[src/rtl/rp_sd_arbiter_if.sv]
`default_nettype none
// ============================================================================
// Module   : rp_sd_arbiter_if
// Purpose  : Bundles the drive-side request/acknowledge bus and the
//            SD-controller command/completion bus of the RP SD arbiter.
// Signals  : rpSDREQ[8]      per-drive service request (level)
//            rpSDOP[8][3]    per-drive operation code
//            rpSDLSA[8][21]  per-drive linear sector address
//            rpSDACK[8]      one-hot completion acknowledge
//            sdSTART         launch pulse to SD controller
//            sdOP/sdLSA      latched op / sector of granted drive
//            sdSCAN          granted drive number
//            sdDONE          completion pulse from SD controller
//            sdABORT         abandon-operation pulse to SD controller
// Modports : master -- the arbiter; slave -- drives plus SD controller
// Revision : 1.0  initial release
// ============================================================================
interface rp_sd_arbiter_if;
  logic [7:0]        rpSDREQ;
  logic [7:0][2:0]   rpSDOP;
  logic [7:0][20:0]  rpSDLSA;
  logic [7:0]        rpSDACK;
  logic              sdSTART;
  logic [2:0]        sdOP;
  logic [20:0]       sdLSA;
  logic [2:0]        sdSCAN;
  logic              sdDONE;
  logic              sdABORT;

  modport master (
    input  rpSDREQ, rpSDOP, rpSDLSA, sdDONE,
    output rpSDACK, sdSTART, sdOP, sdLSA, sdSCAN, sdABORT
  );

  modport slave (
    output rpSDREQ, rpSDOP, rpSDLSA, sdDONE,
    input  rpSDACK, sdSTART, sdOP, sdLSA, sdSCAN, sdABORT
  );
endinterface
`default_nettype wire

[src/rtl/rp_sd_arbiter.sv]
`default_nettype none
// ============================================================================
// Module   : rp_sd_arbiter
// Purpose  : Round-robin arbiter granting one of eight RP drives access to a
//            shared SD controller. A grant latches the drive's op/sector,
//            issues a one-cycle sdSTART, waits for sdDONE and returns a
//            one-cycle one-hot rpSDACK to the granted drive.
// Ports    : clk      system clock, rising edge
//            rst_n    asynchronous active-low reset
//            clr      synchronous controller clear (massbus INIT)
//            bus      rp_sd_arbiter_if.master (request/ack + SD command bus)
//            arbBUSY  high in every state except IDLE
//            arbTMO   sticky watchdog-timeout flag
// Params   : TMO_CYCLES  watchdog limit in BUSY clk cycles
// Options  : RP_SDARB_WATCHDOG_EN  when defined, builds a 24-bit BUSY
//            watchdog that aborts a hung operation and releases the drive.
//            When undefined, BUSY waits indefinitely and arbTMO is 0.
// Revision : 1.0  initial release
// ============================================================================
module rp_sd_arbiter #(
  parameter logic [23:0] TMO_CYCLES = 24'd10_000_000
) (
  input  wire logic         clk,
  input  wire logic         rst_n,
  input  wire logic         clr,
  rp_sd_arbiter_if.master   bus,
  output logic              arbBUSY,
  output logic              arbTMO
);

  typedef enum logic [2:0] {
    IDLE  = 3'd0,
    START = 3'd1,
    BUSY  = 3'd2,
    ACK   = 3'd3,
    HOLD  = 3'd4
  } state_t;

  state_t       state;
  logic [2:0]   ptr;          // last drive acknowledged; search begins at ptr+1

  // Registered outputs
  logic [7:0]   ack_q;
  logic         start_q;
  logic         abort_q;
  logic [2:0]   op_q;
  logic [20:0]  lsa_q;
  logic [2:0]   scan_q;
  logic         busy_q;

  // Round-robin pick
  logic         grant_vld;
  logic [2:0]   grant_idx;

  // Watchdog expiry this cycle (constant 0 when the watchdog is not built)
  logic         wd_expire;

  // --------------------------------------------------------------------------
  // Round-robin search. Offsets are walked from 8 down to 1 so the last hit,
  // i.e. the smallest offset from ptr, wins. Offset 8 wraps to ptr itself,
  // giving the most recently served drive the lowest priority.
  // --------------------------------------------------------------------------
  always_comb begin
    logic [2:0] idx;
    grant_vld = 1'b0;
    grant_idx = 3'd0;
    idx       = 3'd0;
    for (int k = 8; k >= 1; k--) begin
      idx = ptr + k[2:0];
      if (bus.rpSDREQ[idx]) begin
        grant_vld = 1'b1;
        grant_idx = idx;
      end
    end
  end

  // --------------------------------------------------------------------------
  // Optional BUSY watchdog
  // --------------------------------------------------------------------------
`ifdef RP_SDARB_WATCHDOG_EN
  logic [23:0] wd_cnt;
  logic        tmo_q;

  // The counter is cleared as BUSY is entered and counts BUSY cycles; expiry
  // fires on the edge at which the count would reach TMO_CYCLES.
  assign wd_expire = ((wd_cnt + 24'd1) == TMO_CYCLES);

  always_ff @(posedge clk or negedge rst_n) begin
    if (!rst_n) begin
      wd_cnt <= 24'd0;
      tmo_q  <= 1'b0;
    end else begin
      if (state == START) begin
        wd_cnt <= 24'd0;
      end else if (state == BUSY) begin
        wd_cnt <= wd_cnt + 24'd1;
      end

      // Same priority as the FSM: clr, then sdDONE, then expiry.
      if (clr) begin
        tmo_q <= 1'b0;
      end else if ((state == BUSY) && !bus.sdDONE && wd_expire) begin
        tmo_q <= 1'b1;
      end
    end
  end

  assign arbTMO = tmo_q;
`else
  logic unused_tmo;
  assign unused_tmo = ^TMO_CYCLES;
  assign wd_expire  = 1'b0;
  assign arbTMO     = 1'b0;
`endif

  // --------------------------------------------------------------------------
  // Arbiter FSM. All outputs are registered and change on the edge that
  // enters the state they belong to, except sdSTART which is raised on the
  // START->BUSY edge so the SD controller sees it together with a stable
  // sdOP/sdLSA/sdSCAN that were latched one edge earlier.
  // --------------------------------------------------------------------------
  always_ff @(posedge clk or negedge rst_n) begin
    if (!rst_n) begin
      state   <= IDLE;
      ptr     <= 3'd7;
      ack_q   <= 8'd0;
      start_q <= 1'b0;
      abort_q <= 1'b0;
      op_q    <= 3'd0;
      lsa_q   <= 21'd0;
      scan_q  <= 3'd0;
      busy_q  <= 1'b0;
    end else begin
      // Pulse outputs default low every cycle.
      start_q <= 1'b0;
      ack_q   <= 8'd0;
      abort_q <= 1'b0;

      if (clr) begin
        // Only an operation actually handed to the SD controller needs to
        // be abandoned; ptr is deliberately left alone.
        if ((state == START) || (state == BUSY)) begin
          abort_q <= 1'b1;
        end
        state  <= IDLE;
        busy_q <= 1'b0;
      end else begin
        case (state)
          IDLE: begin
            if (grant_vld) begin
              scan_q <= grant_idx;
              op_q   <= bus.rpSDOP[grant_idx];
              lsa_q  <= bus.rpSDLSA[grant_idx];
              state  <= START;
              busy_q <= 1'b1;
            end
          end

          START: begin
            start_q <= 1'b1;
            state   <= BUSY;
          end

          BUSY: begin
            // The request level is not examined here: a drive dropping its
            // request mid-operation still receives its acknowledge.
            if (bus.sdDONE) begin
              ack_q <= 8'd1 << scan_q;
              state <= ACK;
            end else if (wd_expire) begin
              abort_q <= 1'b1;
              ack_q   <= 8'd1 << scan_q;
              state   <= ACK;
            end
          end

          ACK: begin
            ptr   <= scan_q;
            state <= HOLD;
          end

          HOLD: begin
            // Gives the acknowledged drive a cycle to drop its request
            // before the next search.
            state  <= IDLE;
            busy_q <= 1'b0;
          end

          default: begin
            state  <= IDLE;
            busy_q <= 1'b0;
          end
        endcase
      end
    end
  end

  assign bus.rpSDACK = ack_q;
  assign bus.sdSTART = start_q;
  assign bus.sdABORT = abort_q;
  assign bus.sdOP    = op_q;
  assign bus.sdLSA   = lsa_q;
  assign bus.sdSCAN  = scan_q;
  assign arbBUSY     = busy_q;

endmodule
`default_nettype wire

[src/flat_wrapper.sv]
// flat-port wrapper written by rule: the top's interface ports become plain ports
module rp_sd_arbiter_flat 
#(
  parameter logic [23:0] TMO_CYCLES = 24'd10_000_000
)
  (clk, rst_n, clr, arbBUSY, arbTMO, bus_rpSDREQ, bus_rpSDOP, bus_rpSDLSA, bus_sdDONE, bus_rpSDACK, bus_sdSTART, bus_sdOP, bus_sdLSA, bus_sdSCAN, bus_sdABORT);
  rp_sd_arbiter_if bus_i ();
  input  wire logic clk;
  input  wire logic rst_n;
  input  wire logic clr;
  output logic arbBUSY;
  output logic arbTMO;
  input wire logic [$bits(bus_i.rpSDREQ)-1:0] bus_rpSDREQ;
  input wire logic [$bits(bus_i.rpSDOP)-1:0] bus_rpSDOP;
  input wire logic [$bits(bus_i.rpSDLSA)-1:0] bus_rpSDLSA;
  input wire logic [$bits(bus_i.sdDONE)-1:0] bus_sdDONE;
  output wire logic [$bits(bus_i.rpSDACK)-1:0] bus_rpSDACK;
  output wire logic [$bits(bus_i.sdSTART)-1:0] bus_sdSTART;
  output wire logic [$bits(bus_i.sdOP)-1:0] bus_sdOP;
  output wire logic [$bits(bus_i.sdLSA)-1:0] bus_sdLSA;
  output wire logic [$bits(bus_i.sdSCAN)-1:0] bus_sdSCAN;
  output wire logic [$bits(bus_i.sdABORT)-1:0] bus_sdABORT;
  assign bus_i.rpSDREQ = bus_rpSDREQ;
  assign bus_i.rpSDOP = bus_rpSDOP;
  assign bus_i.rpSDLSA = bus_rpSDLSA;
  assign bus_i.sdDONE = bus_sdDONE;
  assign bus_rpSDACK = bus_i.rpSDACK;
  assign bus_sdSTART = bus_i.sdSTART;
  assign bus_sdOP = bus_i.sdOP;
  assign bus_sdLSA = bus_i.sdLSA;
  assign bus_sdSCAN = bus_i.sdSCAN;
  assign bus_sdABORT = bus_i.sdABORT;
  rp_sd_arbiter #(.TMO_CYCLES(TMO_CYCLES)) u_core (.clk(clk), .rst_n(rst_n), .clr(clr), .bus(bus_i), .arbBUSY(arbBUSY), .arbTMO(arbTMO));
endmodule
[config.mk]
export PLATFORM = sky130hd
export DESIGN_NAME = rp_sd_arbiter_flat
export DESIGN_NICKNAME = d
export VERILOG_FILES = /design/src/rtl/rp_sd_arbiter_if.sv /design/src/rtl/rp_sd_arbiter.sv /design/src/flat_wrapper.sv
export SDC_FILE = /design/constraint.sdc
export NUM_CORES = 1
export LEC_CHECK = 0
export BUFFER_PORTS_ARGS = -buffer_cell sky130_fd_sc_hd__buf_2
export CAP_MARGIN = 25
export CORE_UTILIZATION = 45
export CTS_CLUSTER_SIZE = 14
export DETAILED_ROUTE_END_ITERATION = 16
export HOLD_SLACK_MARGIN = 0.02
export PLACE_DENSITY = 0.79
export SYNTH_ARGS = -nofsm -noshare
export SYNTH_HDL_FRONTEND = slang
export SYNTH_SLANG_ARGS = --single-unit
[constraint.sdc]
create_clock -name clk -period 4.1 [get_ports clk]
set_input_delay 0.205 -clock clk [delete_from_list [all_inputs] [get_ports clk]]
set_output_delay 0.205 -clock clk [all_outputs]
set_load 0.05 [all_outputs]
---- After elaboration in Yosys (flattened, before gate mapping) ----
Index checks and enable logic that the tools add are counted.
word-level totals
  bits of input ports ..................... 204
  flip-flop bits (word level) ............. 44
operators by class
  mux-type cells .......................... 50
  bitwise operators ....................... 1
  equality and inequality tests ........... 6
  shift operators ......................... 1
  reduce and logical (&&, ||, !) cells .... 7
  magnitude comparators ................... 9
  add/sub/neg operators ................... 7
operators with widths
  kind                                                                      count
  21-bit binary-select mux with 3-bit select                                1
  3-bit by 4-bit < comparator with 1-bit output (second input constant)     9
  3-bit two-way mux                                                         12
  1-bit binary-select mux with 3-bit select                                 8
  8-bit two-way mux                                                         3
  1-bit two-way mux                                                         22
  21-bit two-way mux                                                        1
  3-bit adder (second input constant)                                       4
  3-bit case mux with 4 select lines                                        1
  3-bit binary-select mux with 3-bit select                                 1
  1-bit by 3-bit left shift with 8-bit output (first input constant)        1
  3-bit by 2-bit adder with 3-bit output (second input constant)            2
  3-bit by 2-bit == test with 1-bit output (second input constant)          2
  2-bit AND reduction                                                       3
  3-bit by 1-bit adder with 3-bit output (second input constant)            1
  3-bit by 1-bit == test with 1-bit output (second input constant)          1
  3-bit logical NOT                                                         1
  3-bit by 2-bit inequality test with 1-bit output (second input constant)  1
  3-bit inequality test (second input constant)                             1
  3-bit AND reduction                                                       1
  3-bit OR reduction                                                        1
  2-bit by 1-bit inequality test with 1-bit output (second input constant)  1
  1-bit case mux with 2 select lines                                        1
  1-bit logical OR                                                          1
  1-bit inverter                                                            1

---- Logic depth before layout (Yosys ltp) ----
Gate-level depths: netlist of the first run.
  word-level depth ........................ 13
  depth in mapped cells ................... 19
  mapped depth without buffers ............ 11

---- Least setup slack after synthesis of the first run ----
No wires, ideal clock.
  path type ............................... register -> register
  start point ............................. register u_core.ptr[0]
  end point ............................... register u_core.lsa_q[0], in the netlist u_core.bus.sdLSA[0]
  setup time .............................. 0.126 ns
  data arrival time ....................... 3.933 ns
  path slack .............................. 0.041 ns
  cell stages (with the launch flop) ...... 19
  cell sequence ........................... dfstp_2 buf_6 buf_4 inv_2 clkbuf_1 buf_1 ha_1 buf_2 mux2i_1 nand3_1 and4_1 a311o_1 a221oi_2 o41a_1 buf_6 buf_12 mux2i_1 mux2i_1 a221o_1
between the ends
  cells in the longest elaborated chain, start to end .. 12
  elaborated cells on any way between the ends .. 42
ends and longest elaborated chain
  item                                                                            RTL line                                  text
  start: declaration                                                              rp_sd_arbiter.sv:40                       logic [2:0] ptr;
  start signal: assignment                                                        rp_sd_arbiter.sv:178                      ptr <= scan_q;
  3-bit adder or 1-bit binary-select mux with 3-bit select (tied branches)        rp_sd_arbiter.sv:69, rp_sd_arbiter.sv:70
  1-bit binary-select mux with 3-bit select or 1-bit two-way mux (tied branches)  rp_sd_arbiter.sv:70                       if (bus.rpSDREQ[idx]) begin
  1-bit two-way mux (not written as such) or 3-bit two-way mux (tied branches)    rp_sd_arbiter.sv:70
  3-bit two-way mux (7 in series)                                                 rp_sd_arbiter.sv:70
  21-bit binary-select mux with 3-bit select                                      rp_sd_arbiter.sv:153                      lsa_q <= bus.rpSDLSA[grant_idx];
  21-bit two-way mux (not written as such)                                        rp_sd_arbiter.sv:153
  end signal: assignment                                                          rp_sd_arbiter.sv:153
  end: declaration                                                                rp_sd_arbiter.sv:47                       logic [20:0] lsa_q;
Parallel ways exist; a longest one is shown, timed or not. The select of a mux whose other input is x is not followed.
A chain may end at the register's enable or synchronous reset.

---- Worst setup path in the final report of the first run ----
Same ends and word-level chain as after synthesis.

==> qor.csv, run 1 <==
stage;metric;value;unit
critical_path;reg2reg path depth;13;
synthesis;Ys Warns;0;
cts;post-cts repair resize count;0;
global_routing;initial antenna violation count;4;
timing;worst-margin pin slew;746.4;ps
critical_path;Setup CP Type;reg -> reg;
synthesis;post-synthesis mux area share;20.43;%
global_routing;first-pass GRT wire length;32900;um
synthesis;Synth Area in XOR/XNOR;1.030;%
global_routing;vias in the first global route;6184;
flow_run;number of max-cap violations;0;
finish;P&R area growth vs syn;25.06;%
routing;number of detailed-route iterations in the first pass;6;
critical_path;Worst setup startpoint;u_core.ptr[0]$_DFFE_PN1P_;
die;Die ar.;0.01314;mm^2
die;Starting Density;46.92;%
synthesis;syn_nets;828;
routing;Remaining DRCs;0;
critical_path;critical path arrival;4110;ps
timing;Hold Vio Cnt, Final;0;
synthesis;Synth cell types;61;
synthesis;syn avg cell area;9.175;um^2
synthesis;area share of and/or/nand/nor cells after synthesis;9.143;%
routing;Via density;6.800;
routing;DR iter-0 viols;885;
critical_path;CP Cell Sequence;inv_2 > ha_1 > mux2i_1 > mux2i_1 > o211ai_1 > o211a_2 > buf_6 > nor2_1 > a2bb2oi_2 > buf_4 > nand2_1 > a311oi_1 > a221o_1;
critical_path;most used cell, CP;mux2i_1;
synthesis;register bit total from synthesis;44;
cts;Reg clk slew, reported paths;70;ps
routing;post-route ant nets;0;
critical_path;FF-to-FF End;u_core.bus.sdLSA[0]$_DFFE_PN0P_;
die;die width;114.6;um
cts;Inserted Clock Buffers;5;
timing;fmax;0.2579;GHz
critical_path;CP max-delay cell;dfstp_4;
routing;final WL;21660;um
finish;share of layout cells above drive strength 1;40.32;%
synthesis;synthesized cell area;0.005707;mm^2
timing;Final min period;3877;ps
cts;CTS tree;yes;
global_routing;Overflow after GRT;0;
critical_path;Critical Path Sink;u_core.bus.sdLSA[0]$_DFFE_PN0P_;
placed_design;IO Port Bufs;241;
global_routing;Total Routing Usage GR;31.90;%
finish;Layout Nets;1026;
die;Core Area;0.01216;mm^2
timing;RSZ-0062 raised after global routing;false;
finish;Final Core Density;58.68;%
placed_design;post-DP HPWL;15390;um
synthesis;Post-synth ARST share;100.0;%
synthesis;post-synthesis compound-gate area fraction;41.53;%
routing;vias post-DR;6752;
cts;H-Tree Depth;2;
critical_path;crit-path max FO;48;
synthesis;post-synthesis adder-cell area fraction;0.4385;%
routing;DR WL/cell;21.81;um
die;I/O Pins;243;
synthesis;largest family of logic cells by synthesized area;compound AO/OA/AOI/OAI gates;
cts;root buf cell;clkbuf_16;
timing;relative slew slack;50.24;%
synthesis;number of enable flip-flop cells after synthesis;0;
critical_path;Critical Path Start Type;register;
timing;Pins Over Slew Limit;0;
cts;post-CTS setup buffer count;0;
cts;buffer depth of the longest clock path;2;
status;status;complete, no violations;
synthesis;sequential share of the synthesized area;19.36;%
cts;cts-stage hold buffer count;0;
critical_path;CP required;4330;ps
timing;setup TNS;0;ps
timing;Final Cycle Share;94.56;%
min_path;HP Class;in -> async;
synthesis;top-area cell type share of the netlist area;17.98;%
synthesis;top post-synthesis cells by area;dfrtp_1 (18%), mux2i_1 (15%), a221oi_1 (14%);
critical_path;critical path endpoint category;register;
die;Die Height;114.6;um
critical_path;R2R setup slack;220;ps
synthesis;area leader, netlist;dfrtp_1;
global_routing;pin count of the biggest net entering global routing;57;
placed_design;final RePlAce weighted congestion;0.9119;
timing;number of setup violations in the final report;0;
cts;Num Clock Sinks;44;
critical_path;Crit path largest cell delay;690;ps
critical_path;r2r startpoint;u_core.ptr[0]$_DFFE_PN1P_;
die;Rows;40;
synthesis;Mapped Cells;622;
timing;Clock Skew;7.207;ps
cts;Clock Latency Late Sink;290;ps
synthesis;top_reg_cell synth;dfrtp_1;
-- how the worst min path moves through the flow --
stage / startpoint / to / depth (start not counted)
2_1_floorplan: rst_n / u_core.arbBUSY$_DFFE_PN0P_ / 0
3_3_place_gp: rst_n / u_core.bus.rpSDACK[3]$_DFF_PN0_ / 2
3_5_place_dp: rst_n / u_core.bus.sdOP[1]$_DFFE_PN0P_ / 2
4_1_cts: rst_n / u_core.bus.rpSDACK[3]$_DFF_PN0_ / 2
5_1_grt: rst_n / u_core.bus.rpSDACK[3]$_DFF_PN0_ / 2
6_report: rst_n / u_core.bus.rpSDACK[3]$_DFF_PN0_ / 2
-- registers in the layout, indices dropped and copies added, names as in the netlist, 3 cells and up --
signal	flops
u_core.ptr	3
u_core.bus.sdOP	3
u_core.bus.rpSDACK	8
u_core.state	3
u_core.bus.sdLSA	21
u_core.bus.sdSCAN	3
-- Yosys cell counts, types with 2 or more instances --
cell type	instances
o221ai_2	19
mux2i_1	88
nand2_1	45
nor3_1	4
mux2_2	6
a21oi_2	2
o21ai_1	3
nand2b_1	4
ha_1	2
o21a_1	2
a221o_1	5
a21oi_1	28
nor2b_1	2
xnor2_1	2
o21ai_0	8
clkbuf_1	34
o211a_1	5
o41a_1	2
nand3_1	7
buf_6	3
a221oi_1	93
a2bb2oi_2	2
a22oi_1	2
nor2_1	19
nor3b_1	2
and3_1	21
o221ai_1	45
o211ai_1	2
a21o_1	2
buf_4	6
buf_1	3
dfstp_2	3
o2bb2ai_1	21
a32o_1	3
dfrtp_1	41
buf_12	4
a2bb2oi_1	3
buf_2	25
mux4_2	9
o22ai_1	21
inv_1	4
-- worst max-delay path, delay by kind of cell (launching register included) --
family                   cells  cell delay, ps
adder cells (fa/ha/maj)      1             450
buffers and inverters        3             740
flip-flops                   1             690
AO/OA/AOI/OAI                5            1270
multiplexers                 2             440
AND/OR/NAND/NOR              2             210
-- metrics by stage --
step                area, um^2  hold WS [ps]  setup slack [ps]  instances
finish                    7137         7.551             222.9        993
global route              7134         47.86             27.28        992
CTS                       7097         29.89             155.0        988
detailed placement        6925         350.7             172.1        980
global placement          6905         340.4             235.8        979
floorplan                 5707        -90.59             40.91        622
-- layout by cell type, fill, tap and decap left out, types with 4 or more instances in the layout --
master,n
buf_2,241
a221oi_1,93
mux2i_1,88
o221ai_1,45
nand2_1,44
dfrtp_1,41
a21oi_1,27
buf_4,22
o22ai_1,21
o2bb2ai_1,21
and3_1,21
o221ai_2,19
nor2_1,17
mux4_2,9
o21ai_0,8
nand3_1,7
mux2_2,6
a221o_1,5
clkbuf_16,5
diode_2,4
inv_1,4
nor3_1,4
o211a_1,4
-- logic make-up (layout without fill, tap and decap cells) --
logic type	Yosys count	count (layout)
xor+xnor	5	5
fa+ha+maj	2	2
compound gates	275	275
buf+inv	81	280
simple gates	110	110
flops	44	44
mux	104	104
other cells	1	5
-- per-layer routing --
metal	vias up	part of all wire (%)	global-route usage [%]
met5	-	0	0
met1	3219	40	42.19
met2	429	48	51.60
li1	3051	-	-
met3	53	9.4	6.247
met4	0	2.9	11.69
-- cell type report --
| cell class | instances | area (um^2) |
|---|---|---|
| Multi-Input combinational cell | 497 | 4184 |
| Clock buffer | 5 | 125.1 |
| Tap cell | 168 | 210.2 |
| Antenna cell | 4 | 10.01 |
| Fill cell | 1105 | 5025 |
| Sequential cell | 44 | 1109 |
| Inverter | 5 | 18.77 |
| Timing Repair Buffer | 267 | 1434 |
| Clock inverter | 3 | 46.29 |
Power of run 1 is not shown: default switching activity piles up to over one toggle a cycle in this logic, so the estimate is an artifact.
==> inputs of run 2 (changes only) <==
--- a/config.mk
+++ b/config.mk
@@ -7,11 +7,13 @@
 export LEC_CHECK = 0
 export BUFFER_PORTS_ARGS = -buffer_cell sky130_fd_sc_hd__buf_2
 export CAP_MARGIN = 25
-export CORE_UTILIZATION = 45
+export CELL_PAD_IN_SITES_DETAIL_PLACEMENT = 2
+export CELL_PAD_IN_SITES_GLOBAL_PLACEMENT = 2
+export CORE_UTILIZATION = 25
 export CTS_CLUSTER_SIZE = 14
 export DETAILED_ROUTE_END_ITERATION = 16
 export HOLD_SLACK_MARGIN = 0.02
-export PLACE_DENSITY = 0.79
+export PLACE_DENSITY_LB_ADDON = 0.1
 export SYNTH_ARGS = -nofsm -noshare
 export SYNTH_HDL_FRONTEND = slang
 export SYNTH_SLANG_ARGS = --single-unit
==> run 2 against run 1 <==
  * Count of clock-buffer cells in the layout unchanged
  * Wire length increased by 28%
  * Flip-flop and latch count stayed put
  * Die area rose by 78%
  * Hold slack better by 5.3 ps
  * Final cell count increased by 12%
  * Non-clock buffer count is 2 higher
==> qor.csv, run 2 (same netlist as run 1, synthesis figures left out) <==
stage;metric;value;unit;change
status;status;complete, no violations;;
finish;most common cell after layout, fill and taps aside;buf_2;;
cts;Inserted Clock Buffers;5;;unchanged
global_routing;first-pass GRT wire length;42410;um;+29%
placed_design;final RePlAce weighted congestion;0.8556;;-6.2%
cts;buffer depth of the longest clock path;2;;unchanged
routing;DR WL/cell;24.96;um;+14%
die;Die ar.;0.02344;mm^2;+78%
finish;Layout Nets;1028;;+0.19%
timing;setup TNS;0;ps;unchanged
cts;post-cts repair resize count;0;;unchanged
routing;vias post-DR;6685;;-0.99%
placed_design;IO Port Bufs;241;;unchanged
critical_path;CP max-delay cell;dfstp_4;;
global_routing;initial antenna violation count;10;;+6
timing;worst-margin pin slew;876.3;ps;+129.9 ps
critical_path;critical path arrival;4040;ps;-70 ps
critical_path;CP Cell Sequence;inv_2 > ha_1 > mux2i_1 > nand3_1 > and4_1 > a311o_1 > a221oi_2 > o41a_4 > buf_12 > mux2i_1 > nand2_1 > a32o_1;;
critical_path;R2R setup slack;260;ps;+30 ps
timing;Final Cycle Share;93.72;%;-0.84 points
global_routing;Total Routing Usage GR;23.32;%;-8.6 points
placed_design;Area after DPL;0.007174;mm^2;+3.6%
critical_path;Setup CP Type;reg -> reg;;
min_path;HP Class;in -> async;;
cts;H-Tree Depth;2;;unchanged
die;I/O Pins;243;;unchanged
cts;cts-stage hold buffer count;0;;unchanged
die;Die Height;153.1;um;+34%
critical_path;crit-path max FO;29;;-40%
timing;relative slew slack;41.58;%;-8.7 points
routing;DR iter-0 viols;249;;-72%
global_routing;vias in the first global route;7263;;+17%
global_routing;Overflow after GRT;0;;unchanged
die;die width;153.1;um;+34%
global_routing;pin count of the biggest net entering global routing;62;;+8.8%
timing;RSZ-0062 raised after global routing;false;;
routing;Remaining DRCs;0;;unchanged
critical_path;Critical Path Start Type;register;;
placed_design;post-DP HPWL;20280;um;+32%
routing;number of detailed-route iterations in the first pass;4;;-2
timing;Hold Vio Cnt, Final;0;;unchanged
timing;fmax;0.2603;GHz;+0.90%
finish;fin area;0.007381;mm^2;+3.4%
die;Starting Density;25.83;%;-21 points
critical_path;most used cell, CP;mux2i_1;;
cts;Reg clk slew, reported paths;80;ps;about the same
cts;CTS tree;yes;;
die;Core Area;0.02209;mm^2;+82%
routing;Via density;6.012;;-12%
critical_path;CP required;4300;ps;-30 ps
cts;post-CTS setup buffer count;0;;unchanged
critical_path;Crit path largest cell delay;620;ps;-70 ps
cts;Clock Latency Late Sink;310;ps;+20 ps
finish;filler instances;2496;;+130%
finish;share of layout cells above drive strength 1;40.34;%;about the same
finish;P&R area growth vs syn;29.34;%;
finish;max reg flops;21;;unchanged
cts;root buf cell;clkbuf_16;;
timing;Final min period;3842;ps;-34.60 ps
timing;Clock Skew;7.907;ps;+0.7000 ps
finish;highest-count cells in the layout ignoring fill and taps;buf_2 (241), a221oi_1 (93), mux2i_1 (88), o221ai_1 (45), nand2_1 (44);;
cts;Num Clock Sinks;44;;unchanged
timing;Pins Over Slew Limit;0;;unchanged
routing;post-route ant nets;0;;unchanged
timing;number of setup violations in the final report;0;;unchanged
die;Rows;54;;+35%
routing;final WL;27760;um;+28%
critical_path;critical path endpoint category;register;;
flow_run;number of max-cap violations;0;;unchanged
run 2: final timing paths:
kind                                             from                          endpoint  depth (start not counted)
max                         u_core.ptr[0]$_DFFE_PN1P_  u_core.bus.sdLSA[13]$_DFFE_PN0P_                         12
min                                             rst_n   u_core.bus.rpSDACK[7]$_DFF_PN0_                          2
max reg2reg                 u_core.ptr[0]$_DFFE_PN1P_  u_core.bus.sdLSA[13]$_DFFE_PN0P_                         12
min reg2reg                u_core.arbBUSY$_DFFE_PN0P_        u_core.arbBUSY$_DFFE_PN0P_                          1
max in group asynchronous                       rst_n   u_core.bus.sdLSA[4]$_DFFE_PN0P_                          2
min in group clk                                  clr       u_core.state[1]$_DFFE_PN0P_                          2
run 2: metrics by stage:
stage | utilization, % | hold slack [ps] | std cells | setup WS [ps]
after floorplan | - | -90.59 | 622 | 40.91
after global placement | 32.38 | 373.9 | 1094 | 231.4
after detailed placement | 32.47 | 388.7 | 1095 | 155.9
after CTS | 33.25 | 47.39 | 1103 | 153.5
after global routing | 33.36 | 72.37 | 1108 | 64.56
final | 33.41 | 12.87 | 1112 | 257.5
run 2: metal layers:
layer	GRT usage, %	vias to the layer above	routed length (um)
li1	-	3052	-
met1	29.08	3399	12080
met2	40.66	201	13720
met3	4.536	29	1494
met4	6.397	4	437
met5	0	-	27
run 2: critical path: cells and delay by family (launching register included):
kind                       cells  cell delay (ps)
adders and majority gates      1              510
muxes                          2              680
DFF                            1              620
AOI/OAI and AO/OA              4             1190
and+or+nand+nor                3              430
buffers and inverters          2              280
run 2: area by class of cell:
type	count	area [um^2]	area share [%]
Clock inverter	3	46.29	0.6272
Multi-Input combinational cell	497	4202	56.92
Clock buffer	5	125.1	1.695
Timing Repair Buffer	269	1508	20.43
Antenna cell	9	22.52	0.3051
Inverter	5	18.77	0.2543
Sequential cell	44	1109	15.02
Tap cell	280	350.3	4.747
Power of run 2 is left out for the same reason.
==> inputs of run 3 (changes only) <==
--- a/config.mk
+++ b/config.mk
@@ -9,7 +9,7 @@
 export CAP_MARGIN = 25
 export CELL_PAD_IN_SITES_DETAIL_PLACEMENT = 2
 export CELL_PAD_IN_SITES_GLOBAL_PLACEMENT = 2
-export CORE_UTILIZATION = 25
+export CORE_UTILIZATION = 30
 export CTS_CLUSTER_SIZE = 14
 export DETAILED_ROUTE_END_ITERATION = 16
 export HOLD_SLACK_MARGIN = 0.02
==> constraint.sdc (replaced) <==
create_clock -name clk -period 4.75 [get_ports clk]
set_input_delay 0.475 -clock clk [delete_from_list [all_inputs] [get_ports clk]]
set_output_delay 0.475 -clock clk [all_outputs]
set_load 0.05 [all_outputs]
==> run 3 against run 2 <==
  * Worst setup slack better by 84 ps
  * Cell area is 2.3% lower
  * Maximum frequency is 13% lower
  * Wire length is 1.4% lower
  * Sequential share of layout area is 0.36 points higher
  * First-iteration DRC count is 44% higher
  * Via count is 1.9% higher
  * Global-route usage is 3.8 points higher
  * Critical path depth is 1 higher
  * Hold slack better by 270 ps
  * Critical endpoint is now u_core.bus.sdLSA[0]$_DFFE_PN0P_
==> qor.csv, run 3 (same netlist as run 1, synthesis figures left out) <==
stage;metric;value;unit;change
timing;number of setup violations in the final report;0;;unchanged
critical_path;CP Buf/Inv Count;3;;+1
cts;H-Tree Depth;2;;unchanged
finish;most common cell after layout, fill and taps aside;buf_2;;
critical_path;CP max-delay cell;dfstp_4;;
routing;Remaining DRCs;0;;unchanged
timing;relative slew slack;27.77;%;-14 points
critical_path;CP required;5000;ps;+700 ps
global_routing;pin count of the biggest net entering global routing;79;;+27%
finish;Layout Nets;1023;;-0.49%
global_routing;initial antenna violation count;11;;+1
critical_path;reg2reg path depth;13;;+1
critical_path;r2r startpoint;u_core.ptr[0]$_DFFE_PN1P_;;
routing;DR WL/cell;25.82;um;+3.5%
placed_design;IO Port Bufs;241;;unchanged
routing;Met1 Wirelength;11570;um;-4.2%
routing;DR iter-0 viols;359;;+44%
timing;Clock Skew;5.668;ps;-2.239 ps
routing;vias post-DR;6809;;+1.9%
routing;Via density;6.424;;+6.9%
critical_path;crit-path max FO;25;;-14%
die;Core Area;0.01871;mm^2;-15%
die;die width;139.9;um;-8.6%
timing;Pins Over Slew Limit;0;;unchanged
timing;Final Cycle Share;92.81;%;-0.91 points
die;Starting Density;30.51;%;+4.7 points
cts;Reg clk slew, reported paths;80;ps;about the same
critical_path;CP Cell Sequence;inv_2 > ha_1 > mux2i_1 > mux2i_1 > o211ai_1 > a21oi_2 > a2bb2oi_4 > buf_4 > a2bb2oi_2 > buf_4 > nand2_1 > a311oi_1 > a221o_1;;
routing;met3 routed WL;1595;um;+6.8%
die;Die ar.;0.01958;mm^2;-16%
finish;highest-count cells in the layout ignoring fill and taps;buf_2 (241), a221oi_1 (93), mux2i_1 (88), o221ai_1 (45), nand2_1 (44);;
timing;setup TNS;0;ps;unchanged
status;status;complete, no violations;;
placed_design;final RePlAce weighted congestion;0.8786;;+2.7%
routing;top routing layer in use;met5;;
routing;post-route ant nets;0;;unchanged
critical_path;Critical Path Start Type;register;;
cts;Num Clock Sinks;44;;unchanged
cts;Clock Latency Late Sink;310;ps;about the same
finish;share of layout cells above drive strength 1;40.10;%;-0.24 points
routing;met2 WL;13500;um;-1.6%
routing;final WL;27370;um;-1.4%
critical_path;Setup CP Type;reg -> reg;;
finish;max reg flops;21;;unchanged
die;I/O Pins;243;;unchanged
routing;number of detailed-route iterations in the first pass;5;;+1
die;Rows;50;;-7.4%
timing;Final min period;4409;ps;+566.1 ps
global_routing;first-pass GRT wire length;41260;um;-2.7%
critical_path;Crit path largest cell delay;780;ps;+160 ps
cts;post-CTS setup buffer count;0;;unchanged
global_routing;vias in the first global route;7344;;+1.1%
global_routing;Overflow after GRT;0;;unchanged
flow_run;number of max-cap violations;0;;unchanged
critical_path;critical path endpoint category;register;;
timing;worst-margin pin slew;1083;ps;+207.1 ps
timing;RSZ-0062 raised after global routing;false;;
global_routing;Total Routing Usage GR;27.14;%;+3.8 points
placed_design;post-DP HPWL;19270;um;-5.0%
critical_path;FF-to-FF End;u_core.bus.sdLSA[0]$_DFFE_PN0P_;;
die;Die Height;139.9;um;-8.6%
critical_path;R2R setup slack;340;ps;+80 ps
timing;fmax;0.2268;GHz;-13%
finish;P&R area growth vs syn;26.31;%;
cts;Inserted Clock Buffers;5;;unchanged
cts;buffer depth of the longest clock path;2;;unchanged
timing;Hold Vio Cnt, Final;0;;unchanged
critical_path;critical path arrival;4660;ps;+620 ps
cts;CTS tree;yes;;
cts;root buf cell;clkbuf_16;;
min_path;HP Class;in -> async;;
critical_path;CP top delay family;compound AO/OA/AOI/OAI gates;;
[run 3: worst max path at each step]
stage                                    from                         endpoint  slack, ps  depth (start not counted)
floorplan           u_core.ptr[0]$_DFFE_PN1P_  u_core.bus.sdLSA[0]$_DFFE_PN0P_        690                         18
global placement    u_core.ptr[0]$_DFFE_PN1P_  u_core.bus.sdLSA[0]$_DFFE_PN0P_        370                         13
detailed placement  u_core.ptr[0]$_DFFE_PN1P_  u_core.bus.sdLSA[0]$_DFFE_PN0P_        160                         13
CTS                 u_core.ptr[0]$_DFFE_PN1P_  u_core.bus.sdLSA[0]$_DFFE_PN0P_        120                         13
global route        u_core.ptr[0]$_DFFE_PN1P_  u_core.bus.sdLSA[0]$_DFFE_PN0P_         90                         13
finish              u_core.ptr[0]$_DFFE_PN1P_  u_core.bus.sdLSA[0]$_DFFE_PN0P_        340                         13
[run 3: metrics by stage]
step	hold slack (ps)	utilization [%]	setup slack (ps)	std cells	cell area (um^2)
CTS	301.1	38.33	120.3	1051	7169
global route	328.8	38.48	86.16	1056	7198
finish	286.8	38.54	341.5	1060	7208
global placement	465.6	37.41	368.7	1043	6998
floorplan	179.4	-	690.9	622	5707
detailed placement	486.8	37.41	161.2	1043	6998
[run 3: final cells by class]
| class | instances | area, um^2 |
|---|---|---|
| fillers | 2144 | 11500 |
| flip-flops and latches | 44 | 1109 |
| clock inverters | 3 | 46.29 |
| well taps | 234 | 292.8 |
| clock buffers | 5 | 125.1 |
| multi-input cells | 498 | 4200 |
| diodes | 8 | 20.02 |
| repair buffers | 263 | 1396 |
| inverters | 5 | 18.77 |
[run 3: what timing repair did]
action	in CTS	in global routing
endpoints found under the setup margin	0	22
gates resized for setup	0	1
hold buffers	0	0
[run 3: routing by layer]
layer / vias to the layer above / track usage, %
met2: 242 / 46.84
li1: 3047 / -
met4: 8 / 10.76
met1: 3465 / 33.31
met5: - / 0
met3: 47 / 4.991
Power of run 3 is left out for the same reason.
